**src/rtl/fwd_pkg.sv**
```systemverilog
// Shared forwarding definitions: operand-mux select codes and the shadow
// destination-register slot carried through EX, MEM and WB.
package fwd_pkg;

    localparam int FWD_REG_AW   = 5;
    localparam int FWD_NUM_REGS = 32;

    localparam logic [1:0] FWD_RF    = 2'b00;
    localparam logic [1:0] FWD_WB    = 2'b01;
    localparam logic [1:0] FWD_EXMEM = 2'b10;
    localparam logic [1:0] FWD_RSVD  = 2'b11;

    typedef struct packed {
        logic                  valid;
        logic [FWD_REG_AW-1:0] rd;
        logic                  regwrite;
        logic                  memread;
    } fwd_slot_t;

    // x0 is hardwired zero, so a slot targeting it never produces a value.
    function automatic logic slot_writes(input fwd_slot_t s,
                                         input logic [FWD_REG_AW-1:0] r);
        return s.valid && s.regwrite && (s.rd != '0) && (s.rd == r);
    endfunction

endpackage

```
**src/rtl/fwd_src_match.sv**
```systemverilog
// Per-source select: the newest in-flight producer of rs wins (EX over MEM);
// rs == x0 always reads the register file.
module fwd_src_match
    import fwd_pkg::*;
(
    input  logic [FWD_REG_AW-1:0] rs_i,
    input  fwd_slot_t             ex_slot_i,
    input  fwd_slot_t             mem_slot_i,
    output logic [1:0]            sel_o
);

    always_comb begin
        sel_o = FWD_RF;
        if (rs_i != '0) begin
            if (slot_writes(ex_slot_i, rs_i)) begin
                sel_o = FWD_EXMEM;
            end else if (slot_writes(mem_slot_i, rs_i)) begin
                sel_o = FWD_WB;
            end
        end
    end

    logic unused_memread;
    assign unused_memread = ex_slot_i.memread ^ mem_slot_i.memread;

endmodule

```
**src/rtl/fwd_select_unit.sv**
```systemverilog
// EX-stage operand forwarding control: shadow rd pipeline, registered mux
// selects aligned with the ID/EX register, and combinational load-use stall.
module fwd_select_unit
    import fwd_pkg::*;
#(
    parameter int REG_AW   = FWD_REG_AW,
    parameter int NUM_REGS = FWD_NUM_REGS
) (
    input  logic              clk_i,
    input  logic              rst_i,
    input  logic              id_valid_i,
    input  logic [REG_AW-1:0] id_rs1_i,
    input  logic [REG_AW-1:0] id_rs2_i,
    input  logic [REG_AW-1:0] id_rd_i,
    input  logic              id_regwrite_i,
    input  logic              id_memread_i,
    input  logic              flush_i,
    output logic [1:0]        fwd_a_o,
    output logic [1:0]        fwd_b_o,
    output logic              stall_o
);

    if (REG_AW != FWD_REG_AW || NUM_REGS != (1 << REG_AW)) begin : g_param_check
        $error("fwd_select_unit: REG_AW/NUM_REGS disagree with fwd_pkg");
    end

    fwd_slot_t  ex_q, mem_q, wb_q;
    fwd_slot_t  ex_d;
    logic [1:0] fwd_a_q, fwd_b_q;
    logic [1:0] fwd_a_d, fwd_b_d;
    logic [1:0] sel_a, sel_b;
    logic       load_use;
    logic       ex_load;

    // A load still in EX cannot feed the instruction in ID; hold ID for one cycle.
    always_comb begin
        load_use = id_valid_i && ex_q.valid && ex_q.memread &&
                   (slot_writes(ex_q, id_rs1_i) || slot_writes(ex_q, id_rs2_i));
    end

    assign ex_load = id_valid_i && !flush_i && !load_use;

    fwd_src_match u_match_a (
        .rs_i       (id_rs1_i),
        .ex_slot_i  (ex_q),
        .mem_slot_i (mem_q),
        .sel_o      (sel_a)
    );

    fwd_src_match u_match_b (
        .rs_i       (id_rs2_i),
        .ex_slot_i  (ex_q),
        .mem_slot_i (mem_q),
        .sel_o      (sel_b)
    );

    always_comb begin
        ex_d    = '0;
        fwd_a_d = FWD_RF;
        fwd_b_d = FWD_RF;
        if (ex_load) begin
            ex_d.valid    = 1'b1;
            ex_d.rd       = id_rd_i;
            ex_d.regwrite = id_regwrite_i;
            ex_d.memread  = id_memread_i;
            fwd_a_d       = sel_a;
            fwd_b_d       = sel_b;
        end
    end

    always_ff @(posedge clk_i or negedge rst_i) begin
        if (!rst_i) begin
            ex_q    <= '0;
            mem_q   <= '0;
            wb_q    <= '0;
            fwd_a_q <= FWD_RF;
            fwd_b_q <= FWD_RF;
        end else begin
            ex_q    <= ex_d;
            mem_q   <= ex_q;
            wb_q    <= mem_q;
            fwd_a_q <= fwd_a_d;
            fwd_b_q <= fwd_b_d;
        end
    end

    // WB distance is covered by the write-first register file; the slot is
    // tracked only to keep the shadow pipeline complete.
    logic unused_wb;
    assign unused_wb = ^wb_q;

    assign fwd_a_o = fwd_a_q;
    assign fwd_b_o = fwd_b_q;
    assign stall_o = load_use;

endmodule

```
**config.mk**
```make
export PLATFORM = sky130hd
export DESIGN_NAME = fwd_select_unit
export DESIGN_NICKNAME = d
export VERILOG_FILES = /design/src/rtl/fwd_pkg.sv /design/src/rtl/fwd_src_match.sv /design/src/rtl/fwd_select_unit.sv
export SDC_FILE = /design/constraint.sdc
export NUM_CORES = 1
export LEC_CHECK = 0
export BUFFER_PORTS_ARGS = -buffer_cell sky130_fd_sc_hd__buf_2
export CAP_MARGIN = 10
export CORE_MARGIN = 2
export CORE_UTILIZATION = 40
export CTS_BUF_LIST = sky130_fd_sc_hd__clkbuf_4 sky130_fd_sc_hd__clkbuf_8
export CTS_CLUSTER_DIAMETER = 150
export DETAILED_ROUTE_END_ITERATION = 8
export GPL_TIMING_DRIVEN = 1
export PLACE_DENSITY_LB_ADDON = 0.05
export SYNTH_ARGS = -nofsm -noshare
export SYNTH_HDL_FRONTEND = slang
export SYNTH_SLANG_ARGS = --single-unit
```
**constraint.sdc**
```tcl
create_clock -name clk_i -period 3 [get_ports clk_i]
set_clock_uncertainty 0.05 [all_clocks]
set_input_delay 0.15 -clock clk_i [delete_from_list [all_inputs] [get_ports clk_i]]
set_output_delay 0.15 -clock clk_i [all_outputs]
set_load 0.01 [all_outputs]
```
==> impl_results.md <==
- Status: finished clean
- DIE WIDTH: 51.6 µm
- Num CTS Buffers: 3
- Post-route ant nets: 0
- Drt initial violations: 7
- Worst hold path endpoint: ex_q[6]$_DFF_PN0_
- Post-DP HPWL: 1440 µm
- Period utilisation layout: 0.717
- Worst path cell trace: or4_1, o211ai_2, nor2_1, and2_1, buf_2
- Hold-critical path depth: 3
- Placed Instances: 139
- Fin area: 1140 µm²
- Post-synth cell types: 20
- CP max-delay cell: or4_1
- Pre-antenna DRT Iters: 4
- Max Fclk: 0.465 GHz
- Final wirelength: 1840 µm
- CTS tree: built
- Deepest clock path buffer count: 2
- Placed cell area: 1060 µm²
- Vias/cell: 4.91
- Postcts setup bufs: 0
- N_diodes: 0
- Post-synthesis cell count: 87
- Die Y: 51.6 µm
- Via count: 726
- IO buf count: 25
- Minimum clock period after layout: 2.15 ns
- Post-synth EDFFs: 0
- H-tree depth: 1
- Largest net degree at the start of global routing: 20
- Remaining DRCs: 0
- Total I/O pin count: 26
- Maxcap violations: 0
- Initial antenna violation count: 0
- Final Core Density: 0.526
- FILL cells: 219
- CTS sink count: 19
- Worst setup margin: 0.849 ns
- First-pass GRT wire length: 3170 µm
- Peak supply drop: 0.301 mV
- Worst r2r src: ex_q[2]$_DFF_PN0_
- Most frequent cells in the layout: buf_2, dfrtp_1, xor2_1
- Most common cell after layout, fill and taps aside: buf_2
- Count of pins over their slew limit: 0
- Main synth FF type: dfrtp_1
- HP Start: id_rd_i[4]
- Worst path max stage delay: 0.55 ns
- Rel. slew slack: 0.573
- Skew-Pair Late Insertion Delay: 0.29 ns
- Syn nets: 108
- Hold/Removal Path Class: in -> reg
- Static Leakage: 0.563 nW
- Non-Filler Instances: 148
- Total track usage: 0.169
- Clk network pwr share: 0.273
- Internal power: 0.346 mW
- CP startpoint kind: flop
- Die ar.: 2660 µm²
- RSZ-0062 raised after global routing: no
- Async SR Flop Fraction: 1.00
- Net Sw Frac: 0.254
- Place WS: 1.18 ns
- Critical Path Fanout Max: 9
- Internal reg-to-reg setup slack: 1.34 ns
- FF-to-FF path depth: 4
- Fin. Hold Viols: 0
- Setup violators final: 0
- Synth Register Bits: 19
- # rows: 17
- CP Capture Type: output pin
- Yosys warnings: 0
- Mean post-synth cell area: 10.4 µm²
- Vias in the first global route: 699
- Hold Worst Slack: 0.00557 ns
- Sequential-to-total area share from yosys stat: 0.524
- Setup TNS: 0 ns
- Pwr Density: 406 nW/µm²
- GRT overflow: 0
- Reg-to-Reg End: fwd_a_o[1]$_DFF_PN0_
- WS Path Type: reg -> out
- Placer Congestion: 0.746
- Reg clk slew, reported paths: 0.10 ns
- Ratio of cells with drive above 1 in the final layout: 0.258
- Area Overhead vs Synth: 25.8%
- Power, Total: 0.463 mW
- Data required, critical path: 2.80 ns
- Combinational power share: 0.140
- CTS root buf: clkbuf_4
- Initial Util: 0.418
- Net Switching: 0.118 mW
- Slew @ Worst Pin: 0.640 ns
- Core Area: 2170 µm²
- Nets: 142
- Post-Syn Area: 907 µm²
- Routed length per instance: 12.4 µm
- Arr. time, crit path: 1.95 ns
- Share of power burned in registers: 0.587
## worst max-delay path by stage
stage	from	endpoint	slack, ns	cells past startpoint
finish	ex_q[2]$_DFF_PN0_	stall_o	0.85	5
global route	ex_q[6]$_DFF_PN0_	stall_o	0.67	5
CTS	ex_q[2]$_DFF_PN0_	stall_o	0.84	5
detailed placement	ex_q[2]$_DFF_PN0_	stall_o	1.18	5
global placement	ex_q[2]$_DFF_PN0_	stall_o	1.20	5
floorplan	ex_q[2]$_DFF_PN0_	stall_o	1.36	4
## power groups by stage
stage / Clock (mW) / Sequential (mW) / Combinational, mW
final: 0.126 / 0.272 / 0.0647
after global placement: 0 / 0.277 / 0.0602
after detailed placement: 0 / 0.277 / 0.0605
after global routing: 0.149 / 0.273 / 0.0734
after floorplan: 0 / 0.275 / 0.0314
after CTS: 0.131 / 0.272 / 0.0649
## final cells by class
type                            instances  area (µm²)  share of cell area
Clock buffer                            3        22.5              0.0197
Clock inverter                          1        5.00             0.00439
Multi-Input combinational cell         67         428               0.375
Sequential cell                        19         475               0.417
Tap cell                               28        35.0              0.0307
Timing Repair Buffer                   30         175               0.154
## flip-flops by register name, indices dropped and copies added, names as in the netlist
signal	count
ex_q	8
fwd_a_o	2
fwd_b_o	2
mem_q	7
## synth_stat cells (all sizes together), types with 2 or more instances
cell type / n / area (µm²)
and3: 3 / 20.0
a21oi: 7 / 35.0
dfrtp: 19 / 475
xor2: 12 / 105
nor2: 4 / 15.0
nand2: 10 / 37.5
a211oi: 2 / 15.0
xnor2: 8 / 70.1
nor3: 9 / 45.0
nand4: 4 / 25.0
## timing repair
item / CTS / global route
hold buffers: 4 / 1
hold endpoints to repair: 22 / 1
resized for setup: 0 / 0
## per-layer routing
layer  vias up  share of wire  GRT usage
met5         -              0          0
met4         0          0.024      0.105
met3         4          0.054     0.0402
met2        22           0.47      0.252
met1       329           0.45      0.220
li1        371              -          -
## logic make-up (layout without fill, tap and decap cells)
logic type	count (synthesis)	in the layout	synth area share
xor+xnor	20	20	0.193
buf+inv	1	34	0.00413
flops	19	19	0.524
compound gates	12	12	0.0841
simple gates	35	35	0.194
## worst max-delay path: cells and delay by family, from the launching register on
| family | cells | cell delay [ns] |
|---|---|---|
| buffers and inverters | 1 | 0.13 |
| DFF | 1 | 0.43 |
| AOI/OAI and AO/OA | 1 | 0.20 |
| and+or+nand+nor | 3 | 0.90 |
Note: power is estimated with default switching activity, not from simulation.
